--- config.mk ---
export PLATFORM = sky130hd
export DESIGN_NAME = memmapper_flat
export DESIGN_NICKNAME = d
export VERILOG_FILES = /design/src/rtl/memmapper_if.sv /design/src/rtl/memmapper.sv /design/src/flat_wrapper.sv
export SDC_FILE = /design/constraint.sdc
export NUM_CORES = 1
export LEC_CHECK = 0
export CORE_ASPECT_RATIO = 1.2
export CORE_MARGIN = 5
export CORE_UTILIZATION = 40
export DETAILED_ROUTE_END_ITERATION = 10
export GPL_ROUTABILITY_DRIVEN = 0
export PLACE_DENSITY = 0.67
export SLEW_MARGIN = 10
export SYNTH_ARGS = -nofsm -noshare
export SYNTH_HDL_FRONTEND = slang
export SYNTH_SLANG_ARGS = --single-unit
--- constraint.sdc ---
create_clock -name clk -period 5.42 [get_ports clk]
set_clock_uncertainty 0.1 [all_clocks]
set_input_delay 1.084 -clock clk [delete_from_list [all_inputs] [get_ports clk]]
set_output_delay 1.084 -clock clk [all_outputs]
set_load 0.02 [all_outputs]
--- src/rtl/memmapper_if.sv ---
// Bus bundle for the memory mapper: register port, live CPU access signals
// and the mapper's outputs toward the external-bus logic.
interface memmapper_if #(
  parameter int EXT_AW = 17
);
  logic [4:0]        AD;
  logic [7:0]        DI;
  logic [7:0]        DO;
  logic              rw;
  logic              cs;
  logic [15:0]       cpu_addr;
  logic              cpu_vma;
  logic              cpu_rw;
  logic              ext_sel;
  logic [EXT_AW-1:0] ext_addr;
  logic              win_hit;
  logic              wr_block;
  logic              hold;
  logic              irq;
  logic              bram_disable;

  modport slave (
    input  AD, DI, rw, cs, cpu_addr, cpu_vma, cpu_rw, ext_sel,
    output DO, ext_addr, win_hit, wr_block, hold, irq, bram_disable
  );

  modport master (
    output AD, DI, rw, cs, cpu_addr, cpu_vma, cpu_rw, ext_sel,
    input  DO, ext_addr, win_hit, wr_block, hold, irq, bram_disable
  );
endinterface

--- src/rtl/memmapper.sv ---
// Multi-window CPU-to-SRAM page mapper with per-window enable/write-protect,
// a sticky write-violation flag with interrupt, and an external-bus
// wait-state generator driving CPU hold.
module memmapper #(
  parameter int NWIN      = 4,
  parameter int WIN_BITS  = 13,
  parameter int PAGE_BITS = 3,
  parameter int WAIT_W    = 3,
  parameter int WAIT_RST  = 0
) (
  input logic        clk,
  input logic        rst,
  memmapper_if.slave bus
);
  localparam int EXT_AW = 1 + PAGE_BITS + WIN_BITS;
  localparam int BASE_W = 16 - WIN_BITS;
  localparam int SEL_W  = (NWIN > 1) ? $clog2(NWIN) : 1;

  typedef enum logic [0:0] {IDLE = 1'b0, WAITING = 1'b1} state_t;

  logic [PAGE_BITS-1:0] page [NWIN];
  logic [BASE_W-1:0]    base [NWIN];
  logic [NWIN-1:0]      en;
  logic [NWIN-1:0]      wp;
  logic [WAIT_W-1:0]    wait_states;
  logic                 bram_dis;
  logic                 viol;
  logic                 irqen;
  state_t               state;
  logic [WAIT_W-1:0]    cnt;

  logic                 hit;
  logic [SEL_W-1:0]     sel;
  logic                 wr_blk;
  logic                 reg_wr;
  logic                 stat_wr;
  logic                 ext_req;
  logic [7:0]           rd_data;
  logic                 unused_di;

  assign reg_wr    = bus.cs && !bus.rw;
  assign stat_wr   = reg_wr && (bus.AD == 5'h19);
  assign ext_req   = bus.ext_sel && bus.cpu_vma && !bus.cs;
  assign unused_di = ^bus.DI;

  // Window match: scan from the top so the lowest matching index wins.
  always_comb begin
    hit = 1'b0;
    sel = '0;
    for (int i = NWIN - 1; i >= 0; i--) begin
      if (en[i] && (bus.cpu_addr[15:WIN_BITS] == base[i])) begin
        hit = 1'b1;
        sel = SEL_W'(i);
      end else begin
        hit = hit;
      end
    end
  end

  // Address translation and write-protect detection.
  always_comb begin
    if (hit) begin
      bus.ext_addr = {1'b1, page[sel], bus.cpu_addr[WIN_BITS-1:0]};
      wr_blk       = wp[sel] && !bus.cpu_rw && bus.cpu_vma;
    end else begin
      bus.ext_addr = {{(EXT_AW-16){1'b0}}, bus.cpu_addr};
      wr_blk       = 1'b0;
    end
  end

  assign bus.win_hit      = hit;
  assign bus.wr_block     = wr_blk;
  assign bus.irq          = viol && irqen;
  assign bus.bram_disable = bram_dis;
  assign bus.DO           = rd_data;

  // Register read mux; holes in the map read all-ones.
  always_comb begin
    rd_data = 8'hFF;
    case (bus.AD[4:3])
      2'b00: begin
        for (int i = 0; i < NWIN; i++) begin
          if (bus.AD[2:0] == 3'(i)) rd_data = 8'(page[i]);
          else rd_data = rd_data;
        end
      end
      2'b01: begin
        for (int i = 0; i < NWIN; i++) begin
          if (bus.AD[2:0] == 3'(i)) rd_data = {6'b000000, wp[i], en[i]};
          else rd_data = rd_data;
        end
      end
      2'b10: begin
        for (int i = 0; i < NWIN; i++) begin
          if (bus.AD[2:0] == 3'(i)) rd_data = 8'(base[i]);
          else rd_data = rd_data;
        end
      end
      2'b11: begin
        if (bus.AD[2:0] == 3'd0) begin
          rd_data              = 8'h00;
          rd_data[WAIT_W-1:0]  = wait_states;
          rd_data[7]           = bram_dis;
        end else if (bus.AD[2:0] == 3'd1) begin
          rd_data = {6'b000000, irqen, viol};
        end else begin
          rd_data = 8'hFF;
        end
      end
      default: rd_data = 8'hFF;
    endcase
  end

  // Configuration registers: page, control, base and wait/BRAM settings.
  always_ff @(posedge clk) begin
    if (!rst) begin
      for (int i = 0; i < NWIN; i++) begin
        page[i] <= '0;
        base[i] <= '0;
      end
      en          <= '0;
      wp          <= '0;
      wait_states <= WAIT_W'(WAIT_RST);
      bram_dis    <= 1'b0;
    end else if (reg_wr) begin
      for (int i = 0; i < NWIN; i++) begin
        if (bus.AD == {2'b00, 3'(i)}) page[i] <= bus.DI[PAGE_BITS-1:0];
        if (bus.AD == {2'b01, 3'(i)}) begin
          en[i] <= bus.DI[0];
          wp[i] <= bus.DI[1];
        end
        if (bus.AD == {2'b10, 3'(i)}) base[i] <= bus.DI[BASE_W-1:0];
      end
      if (bus.AD == 5'h18) begin
        wait_states <= bus.DI[WAIT_W-1:0];
        bram_dis    <= bus.DI[7];
      end
    end else begin
      bram_dis <= bram_dis;
    end
  end

  // Status: sticky violation (set beats write-1-clear) and interrupt enable.
  always_ff @(posedge clk) begin
    if (!rst) begin
      viol  <= 1'b0;
      irqen <= 1'b0;
    end else begin
      if (stat_wr) irqen <= bus.DI[1];
      else irqen <= irqen;
      if (wr_blk) viol <= 1'b1;
      else if (stat_wr && bus.DI[0]) viol <= 1'b0;
      else viol <= viol;
    end
  end

  // Wait-state sequencer: the IDLE cycle counts as the first held cycle.
  always_ff @(posedge clk) begin
    if (!rst) begin
      state <= IDLE;
      cnt   <= '0;
    end else begin
      case (state)
        IDLE: begin
          if (ext_req && (wait_states != '0)) begin
            cnt   <= wait_states - WAIT_W'(1'b1);
            state <= WAITING;
          end else begin
            state <= IDLE;
          end
        end
        WAITING: begin
          if (cnt != '0) cnt <= cnt - WAIT_W'(1'b1);
          else state <= IDLE;
        end
        default: state <= IDLE;
      endcase
    end
  end

  // Hold is asserted in the request cycle and while the counter is non-zero.
  always_comb begin
    if (state == WAITING) bus.hold = (cnt != '0);
    else bus.hold = ext_req && (wait_states != '0);
  end
endmodule

--- src/flat_wrapper.sv ---
// flat-port wrapper written by rule: the top's interface ports become plain ports
module memmapper_flat 
#(
  parameter int NWIN      = 4,
  parameter int WIN_BITS  = 13,
  parameter int PAGE_BITS = 3,
  parameter int WAIT_W    = 3,
  parameter int WAIT_RST  = 0
)
  (clk, rst, bus_AD, bus_DI, bus_rw, bus_cs, bus_cpu_addr, bus_cpu_vma, bus_cpu_rw, bus_ext_sel, bus_DO, bus_ext_addr, bus_win_hit, bus_wr_block, bus_hold, bus_irq, bus_bram_disable);
  memmapper_if #(.EXT_AW(17)) bus_i ();
  input logic clk;
  input logic rst;
  input wire logic [$bits(bus_i.AD)-1:0] bus_AD;
  input wire logic [$bits(bus_i.DI)-1:0] bus_DI;
  input wire logic [$bits(bus_i.rw)-1:0] bus_rw;
  input wire logic [$bits(bus_i.cs)-1:0] bus_cs;
  input wire logic [$bits(bus_i.cpu_addr)-1:0] bus_cpu_addr;
  input wire logic [$bits(bus_i.cpu_vma)-1:0] bus_cpu_vma;
  input wire logic [$bits(bus_i.cpu_rw)-1:0] bus_cpu_rw;
  input wire logic [$bits(bus_i.ext_sel)-1:0] bus_ext_sel;
  output wire logic [$bits(bus_i.DO)-1:0] bus_DO;
  output wire logic [$bits(bus_i.ext_addr)-1:0] bus_ext_addr;
  output wire logic [$bits(bus_i.win_hit)-1:0] bus_win_hit;
  output wire logic [$bits(bus_i.wr_block)-1:0] bus_wr_block;
  output wire logic [$bits(bus_i.hold)-1:0] bus_hold;
  output wire logic [$bits(bus_i.irq)-1:0] bus_irq;
  output wire logic [$bits(bus_i.bram_disable)-1:0] bus_bram_disable;
  assign bus_i.AD = bus_AD;
  assign bus_i.DI = bus_DI;
  assign bus_i.rw = bus_rw;
  assign bus_i.cs = bus_cs;
  assign bus_i.cpu_addr = bus_cpu_addr;
  assign bus_i.cpu_vma = bus_cpu_vma;
  assign bus_i.cpu_rw = bus_cpu_rw;
  assign bus_i.ext_sel = bus_ext_sel;
  assign bus_DO = bus_i.DO;
  assign bus_ext_addr = bus_i.ext_addr;
  assign bus_win_hit = bus_i.win_hit;
  assign bus_wr_block = bus_i.wr_block;
  assign bus_hold = bus_i.hold;
  assign bus_irq = bus_i.irq;
  assign bus_bram_disable = bus_i.bram_disable;
  memmapper #(.NWIN(NWIN), .WIN_BITS(WIN_BITS), .PAGE_BITS(PAGE_BITS), .WAIT_W(WAIT_W), .WAIT_RST(WAIT_RST)) u_core (.clk(clk), .rst(rst), .bus(bus_i));
endmodule
======== Word-level counts from Yosys, hierarchy flattened ========
Memories as Yosys holds them, arrays and structs flattened.
Cells that the tools add are included.
word-level totals
  bits of input ports ..................... 36
  flip-flop bits (word level) ............. 18
  memories ................................ 2
  word-level logic and storage cells ...... 158
  memory bits (writable) .................. 24
memories
  name         depth  width  rd ports  clocked after memory_dff  wr ports  line             text
  u_core.base  4      3      4         0                         4         memmapper.sv:22  logic [BASE_W-1:0] base [NWIN];
  u_core.page  4      3      5         0                         4         memmapper.sv:21  logic [PAGE_BITS-1:0] page [NWIN];
cells by class
  reductions and logical operators ........ 28
  bitwise logic cells ..................... 9
  eq/ne operators ......................... 25
  $add $sub $neg .......................... 2
  order comparisons ....................... 1
  muxes and demuxes ....................... 77
operator list
  kind                                                                          count
  8-bit two-way mux                                                             14
  1-bit two-way mux                                                             44
  8-bit one-hot mux with 4 select lines                                         1
  5-bit == test, second input constant                                          6
  3-bit two-way mux                                                             10
  5-bit by 4-bit == test with 1-bit output, second input constant               4
  17-bit two-way mux                                                            1
  1-bit logical AND                                                             13
  3-bit == test                                                                 4
  2-bit AND reduction                                                           6
  5-bit by 2-bit == test with 1-bit output, second input constant               2
  2-bit two-way mux                                                             4
  1-bit OR                                                                      8
  3-bit by 2-bit == test with 1-bit output, second input constant               2
  3-bit one-hot mux with 2 select lines                                         1
  3-bit nonzero test                                                            2
  3-bit by 1-bit subtractor with 3-bit output, second input constant            2
  5-bit by 1-bit == test with 1-bit output, second input constant               1
  5-bit zero test                                                               1
  2-bit == test, second input constant                                          2
  3-bit by 1-bit == test with 1-bit output, second input constant               1
  1-bit zero test                                                               3
  3-bit zero test                                                               1
  2-bit by 3-bit less-than comparator with 1-bit output, second input constant  1
  other kinds (8)                                                               8

======== Logic depth before layout (Yosys ltp) ========
Gate-level depths: netlist (run 1).
  word-level depth ........................ 12
  depth in mapped cells ................... 7

======== Worst setup path after synthesis (run 1) ========
Ideal clock, no wire load.
  kind .................................... in2out
  start point ............................. input port bus_cpu_addr[14]
  end point ............................... output port bus_ext_addr[14]
  arrival ................................. 2682 ps
  stages .................................. 6
  slack ................................... 1554 ps
  buffers on the path ..................... 1
  data required time ...................... 4236 ps
  path through ............................ clkbuf_1 -> xor2_1 -> or4b_4 -> nand3_1 -> nor2_1 -> o31ai_1
on the way
  longest elaborated chain between the ends .. 8
  elaborated cells between the ends (all ways) .. 18
  classes of those cells .................. eq/ne: 4; mux: 9; reduce/logical: 4; memory: 1
ends and longest elaborated chain
  what                            line                text
  start: declaration              flat_wrapper.sv:18  input wire logic [$bits(bus_i.cpu_addr)-1:0] bus_cpu_addr;
  3-bit == test                   memmapper.sv:51     if (en[i] && (bus.cpu_addr[15:WIN_BITS] == base[i])) begin
  1-bit logical AND               memmapper.sv:51
  2-bit two-way mux (4 in a row)  memmapper.sv:51
  memory 4 x 3 bit                n/a
  17-bit two-way mux *            memmapper.sv:62     if (hit) begin
  end: declaration                flat_wrapper.sv:23  output wire logic [$bits(bus_i.ext_addr)-1:0] bus_ext_addr;
Every way passes the cells marked *; elsewhere a longest branch is shown, timed or not.

======== Worst setup path after layout (run 1) ========
  start point ............................. input port bus_cpu_addr[15]
  end point ............................... output port bus_wr_block
on the way
  longest elaborated chain between the ends .. 11
  elaborated cells between the ends (all ways) .. 21
  classes of those cells .................. eq/ne: 4; mux: 11; reduce/logical: 6
ends and longest elaborated chain
  what                                       line                text
  3-bit == test                              memmapper.sv:51
  1-bit logical AND                          memmapper.sv:51
  2-bit two-way mux (4 in a row)             memmapper.sv:51
  1-bit binary-select mux with 2-bit select  memmapper.sv:64     wr_blk = wp[sel] && !bus.cpu_rw && bus.cpu_vma;
  1-bit two-way mux (implied by the code)    memmapper.sv:64
  1-bit logical AND (2 in a row)             memmapper.sv:64
  1-bit two-way mux *                        memmapper.sv:62
  end: declaration                           flat_wrapper.sv:25  output wire logic [$bits(bus_i.wr_block)-1:0] bus_wr_block;
Every way passes the cells marked *; elsewhere a longest branch is shown, timed or not. The select of a mux whose other input is x is not followed.

==> results of run 1 <==
[metrics by stage]
stage | util, % | cells | hold slack [ns]
2_1_floorplan | - | 272 | 0.343
3_3_place_gp | 45.2 | 361 | 0.372
3_5_place_dp | 45.2 | 361 | 0.386
4_1_cts | 46.9 | 369 | 0.397
5_1_grt | 46.9 | 369 | 0.430
6_report | 46.9 | 369 | 0.402
[cell type report]
type	count	area share, %
clock buffer	6	2.42
clock inverter	2	1.25
inverter	3	0.375
multi-input combinational	192	43.8
sequential	42	36.0
tap	85	3.54
timing repair buffer	39	12.7
[power groups by stage]
stage	Sequential [mW]	Combinational, mW	Clock, mW
after floorplan	0.358	0.0755	0
after detailed placement	0.361	0.101	0
after CTS	0.354	0.101	0.248
after global routing	0.356	0.108	0.260
after global placement	0.361	0.0997	0
final	0.354	0.101	0.245
[logic make-up after synthesis]
family,after synthesis,synth area share [%]
AOI/OAI and AO/OA,47,11.6
muxes,19,10.8
adders and majority gates,1,0.479
and+or+nand+nor,112,23.0
xor gates and xnor gates,13,4.36
buffers and inverters,38,8.33
DFF,42,41.4
[final timing paths]
path,start,to,slack [ns],cells after the start
worst max-delay path,bus_cpu_addr[15],bus_wr_block,0.56,7
worst min-delay path,u_core.wp[1]$_SDFFE_PN0P_,u_core.wp[1]$_SDFFE_PN0P_,0.40,2
worst max register to register,u_core.base[0][6]$_SDFFCE_PN0P_,u_core.viol$_SDFFE_PN0P_,3.24,5
worst min register to register,u_core.wp[1]$_SDFFE_PN0P_,u_core.wp[1]$_SDFFE_PN0P_,0.40,2
[sequential cells by signal (all words and copies together), names as in the netlist]
register / flops
u_core.cnt: 3
u_core.base: 12
u_core.irqen: 1
u_core.page: 12
u_core.wait_states: 3
u_core.viol: 1
u_core.wp: 4
u_core.state: 1
u_core.bus.bram_disable: 1
u_core.en: 4
[critical path: cells and delay by family]
| kind | cells | cell delay (ns) |
|---|---|---|
| buffers and inverters | 2 | 1.08 |
| XOR/XNOR | 1 | 0.25 |
| AO/OA/AOI/OAI | 2 | 0.49 |
| AND/OR/NAND/NOR | 2 | 0.77 |
[metal layers]
| layer | track usage [%] | vias to the layer above |
|---|---|---|
| met5 | 0 | - |
| met1 | 19.4 | 1018 |
| met3 | 3.18 | 10 |
| met4 | 6.44 | 0 |
| met2 | 30.0 | 77 |
| li1 | - | 1000 |
[synth_stat cells (2+ instances only)]
cell type	instances
a211oi_1	2
a21oi_1	13
a22oi_1	3
and2_1	2
and3_1	24
and4_1	3
buf_2	3
buf_4	17
clkbuf_1	14
dfxtp_1	18
edfxtp_1	24
inv_1	2
mux2_2	3
mux2i_1	9
mux4_2	7
nand2_1	23
nand2b_1	3
nand3_1	9
nand4_1	2
nor2_1	19
nor2b_1	3
nor3_1	7
nor3b_1	4
nor4_1	2
o21a_1	4
o21ai_0	9
o22a_1	3
o22ai_1	2
o31ai_1	4
or2_2	2
or3_1	5
xnor2_1	10
xor2_1	3
==> flow_summary.toml, run 1 <==
[synth]
ys_ff_latch = 42
synthesis.area_per_instance_um2 = 9.60
syn_nets = 309
postSynth.topFlopCell = "edfxtp_1"
synth.largest_area_cell = "edfxtp_1"
asyncSetResetFlopFracSynth_pct = 0
cell_types_with_the_largest_area_share_after_synthesis = "edfxtp_1, dfxtp_1, mux4_2, and3_1, buf_4"
total_number_of_yosys_warnings = 0
gate_count_of_the_mapped_netlist = 272
synth.top_cell.area_share_pct = 27.6
yosysUniqueCellTypes = 47
netlist_area_um2 = 2610
synth-edff-count = 24
synth-seq-area-share_pct = 41.4

[clock_network]
cts_root_buf = "clkbuf_8"
cts_made_buffers = 5
clock_path_buffers = 2
clk-insertion-delay-late_ns = 0.30
clock_tree_from_tritoncts = "yes"
h-tree-depth = 2
clock_transition_at_the_register_clock_pins_on_the_worst_setup_and_hold_paths_after_cts_ns = 0.08
cts_resized = 0
clkSinkCount = 42
cts_hold_buf = 0
post_cts.repair.setup_buffers = 0

[pwr]
internal_power_uw = 530
clock_power_share_pct = 35.0
power.share.sequential_pct = 50.6
power.static_leakage_nw = 1.06
power.share.switching_pct = 24.3
fin_total_pwr_uw = 700
max_ir_drop_vdd_uv = 122
power.share.combinational_pct = 14.4
net-switching-power_uw = 170
powerDensity_nw_per_um2 = 233

[timing]
setup_ws_ns = 0.556
finalMaxSlewViolations = 0
final.min_clock_period_ns = 4.86
relative_slew_margins_pct = 38.0
rsz0062_at_grt = "no"
timing_hold_violations_final = 0
final_worst_path_cycle_share_pct = 89.7
fmax_mhz = 206
final.setup.tns_ns = 0
tightestPinTransition_ns = 0.923
setup_viol_count_final = 0

[drt]
wire_per_inst_um = 18.1
drt_pre_antenna_iters = 4
final_ant_viol_nets = 0
detail_route.wirelength.met1_um = 2610
number_of_vias_after_detailed_routing = 2105
met3_length_um = 465
viasPerCell = 5.70
met2_length_um = 3470
uppermost_layer_routed = "met4"
post-route-drc-count = 0
detailedRoute.firstIterationViolations = 169
wl_um = 6680

[floorplan]
floorplan.die_area_um2 = 8250
boundaryPins = 66
floorplan.initialDensity_pct = 40.8
floorplan.die.height_um = 98.5
die_w_um = 83.8
std_cell_rows = 32
placeable_core_region_um2 = 6410

[run_status]
status = "finished clean"

[cells_and_area]
fillCellCount = 616
flow.area_growth_from_synthesis_pct = 14.9
num-nets-final = 320
layout.cell_area.non_filler_um2 = 3000
most-common-layout-cells = "clkdlybuf4s50_1, and3_1, edfxtp_1"
multi_input_comb_area_um2 = 1310
layout.area.seq_um2 = 1080
antenna_cells = 0
mostFrequentLayoutCell = "clkdlybuf4s50_1"
post_route_cells_drive_above_1_share_pct = 9.15

[critical_path]
crit_path_max_fanout = 5
worstPathRequired_ns = 4.24
worstSetupPathType = "in -> out"
path_cells = "clkdlybuf4s50_1 > xor2_1 > or4b_4 > a311oi_1 > o31ai_1 > nor2b_1 > clkdlybuf4s50_1"
endpoint_class_of_the_critical_path = "primary output"
delay_of_the_slowest_cell_on_the_worst_path_ns = 0.60
critical_path.startpoint_type = "primary input"
cell_repeated_most_along_the_worst_path = "clkdlybuf4s50_1"
cp.arrival_ns = 3.68
cp_slowest_cell = "or4b_4"

[global_routing]
gr-total-overflow = 0
largest_net_degree_at_the_start_of_global_routing = 19
first_pass_grt_wire_length_um = 10900
via_count_of_the_first_global_routing_pass = 2134
grt_usage_pct = 16.6
initial_antenna_violation_count = 0

[place]
detailed_place.area_um2 = 2890
detailedPlace.worstSlack_ns = 0.564
port_buffers = 35
place.detailed.hpwl_um = 5140

[run]
timing.max_cap.violations = 0

[worst_hold_path]
hold_class = "reg -> reg"
(Power assumes the default switching activity.)
==> run 2: changes to the inputs <==
--- a/config.mk
+++ b/config.mk
@@ -5,11 +5,13 @@
 export SDC_FILE = /design/constraint.sdc
 export NUM_CORES = 1
 export LEC_CHECK = 0
+export ABC_CLOCK_PERIOD_IN_PS = 5420
 export CORE_ASPECT_RATIO = 1.2
-export CORE_MARGIN = 5
+export CORE_MARGIN = 4
 export CORE_UTILIZATION = 40
 export DETAILED_ROUTE_END_ITERATION = 10
 export GPL_ROUTABILITY_DRIVEN = 0
+export GPL_TIMING_DRIVEN = 0
 export PLACE_DENSITY = 0.67
 export SLEW_MARGIN = 10
 export SYNTH_ARGS = -nofsm -noshare
==> run 2 against run 1 <==
Die area down 4.4%. Sequential power about the same. Critical path depth down 1. Final cell count up 11%. Setup slack better by 0.16 ns. Fmax up 3.4%. Power down 3.9%. Clock-buffer cell count unchanged. Clock power down 22%. Register-to-register slack better by 0.03 ns. Largest power group unchanged.
==> flow_summary.toml, run 2 (synthesis results as in run 1) <==
[floorplan]
placeable_core_region_um2 = 6410
boundaryPins = 66
die_w_um = 81.8
floorplan.die_area_um2 = 7890
floorplan.die.height_um = 96.5
std_cell_rows = 32
floorplan.initialDensity_pct = 40.8

[clock_network]
clock_path_buffers = 2
cts_resized = 0
cts_made_buffers = 5
clock_tree_from_tritoncts = "yes"
clock_transition_at_the_register_clock_pins_on_the_worst_setup_and_hold_paths_after_cts_ns = 0.08
h-tree-depth = 2
cts_hold_buf = 0
clkSinkCount = 42
cts_root_buf = "clkbuf_8"
post_cts.repair.setup_buffers = 0
clk-insertion-delay-late_ns = 0.29

[critical_path]
crit_path_max_fanout = 10
worstPathRequired_ns = 4.24
reg2reg_depth = 5
endpoint_class_of_the_critical_path = "primary output"
worstSetupPathType = "in -> out"
critical_path.startpoint_type = "primary input"
cp.arrival_ns = 3.52

[drt]
viasPerCell = 5.52
number_of_vias_after_detailed_routing = 2256
drt_pre_antenna_iters = 4
wire_per_inst_um = 16.6
wl_um = 6810
met2_length_um = 3400
met3_length_um = 532
final_ant_viol_nets = 0
post-route-drc-count = 0
detail_route.wirelength.met1_um = 2640
uppermost_layer_routed = "met4"
detailedRoute.firstIterationViolations = 161

[run_status]
status = "finished clean"

[pwr]
power.static_leakage_nw = 1.19
fin_total_pwr_uw = 673
powerDensity_nw_per_um2 = 208
max_ir_drop_vdd_uv = 135

[cells_and_area]
post_route_cells_drive_above_1_share_pct = 13.3
most-common-layout-cells = "clkdlybuf4s50_1, and3_1, edfxtp_1"
postLayoutCoreUtil_pct = 50.6
layout.cell_area.non_filler_um2 = 3240
fin_cells = 409
flow.area_growth_from_synthesis_pct = 24.1
layout_top_registers = "u_core.base x12, u_core.page x12"
antenna_cells = 0
num-nets-final = 360
fillCellCount = 625
mostFrequentLayoutCell = "clkdlybuf4s50_1"

[global_routing]
initial_antenna_violation_count = 0
first_pass_grt_wire_length_um = 10600
via_count_of_the_first_global_routing_pass = 2172
grt_usage_pct = 17.9
largest_net_degree_at_the_start_of_global_routing = 14
gr-total-overflow = 0

[timing]
relative_slew_margins_pct = 32.9
setup_viol_count_final = 0
finalMaxSlewViolations = 0
final_worst_path_cycle_share_pct = 86.8
setup_ws_ns = 0.716
rsz0062_at_grt = "no"
timing_hold_violations_final = 0
fmax_mhz = 213
holdWs_ns = 0.382
final.setup.tns_ns = 0
final.min_clock_period_ns = 4.70
tightestPinTransition_ns = 1.00

[worst_hold_path]
hold_class = "reg -> reg"
min_delay_path_depth = 2

[place]
port_buffers = 44
detailedPlace.worstSlack_ns = 0.728
place.detailed.instances = 401
detailed_place.area_um2 = 3160
place.detailed.hpwl_um = 5360

[run]
timing.max_cap.violations = 0
-- run 2: cell count changes in the layout (fill, tap and decap cells not counted) --
cell             previous run  this run
clkdlybuf4s50_1            35        44
clkinv_2                    0         2
clkbuf_1                    1        15
buf_4                       4        17
clkinvlp_4                  1         0
buf_6                       0         1
buf_2                       0         3
bufinv_16                   1         0
-- run 2: worst paths after layout --
path              slack, ns                        end                            start
setup / recovery       0.72                  bus_DO[0]                        bus_AD[0]
hold / removal         0.38  u_core.wp[2]$_SDFFE_PN0P_        u_core.wp[2]$_SDFFE_PN0P_
setup reg to reg       3.27   u_core.viol$_SDFFE_PN0P_  u_core.base[0][8]$_SDFFCE_PN0P_
hold reg to reg        0.38  u_core.wp[2]$_SDFFE_PN0P_        u_core.wp[2]$_SDFFE_PN0P_
-- run 2: power breakdown --
group / internal (mW) / total (mW) / switching (mW)
Combinational: 0.0606 / 0.126 / 0.0658
Sequential: 0.347 / 0.354 / 0.00746
Clock: 0.0893 / 0.192 / 0.103
Total: 0.496 / 0.673 / 0.176
-- run 2: area by class of cell --
class                           instances  area [um2]  share of cell area, %
Tap cell                               85         106                   3.28
Clock buffer                            6        72.6                   2.24
Clock inverter                          2        10.0                  0.309
Buffer                                 35         206                   6.37
Timing Repair Buffer                   44         440                   13.6
Inverter                                3        11.3                  0.347
Multi-Input combinational cell        192        1310                   40.5
Sequential cell                        42        1080                   33.3
-- run 2: critical path, cell delays in order --
cell and delay, ns:
clkdlybuf4s50_1 0.60, buf_2 0.32, mux4_2 0.58, nor4_1 0.29
a21oi_1 0.10, clkdlybuf4s50_1 0.55
-- run 2: metal layers --
| metal | track usage, % | vias to the layer above |
|---|---|---|
| met4 | 8.73 | 0 |
| met3 | 2.97 | 19 |
| met2 | 30.3 | 105 |
| met1 | 21.9 | 1049 |
| li1 | - | 1083 |
| met5 | 0 | - |
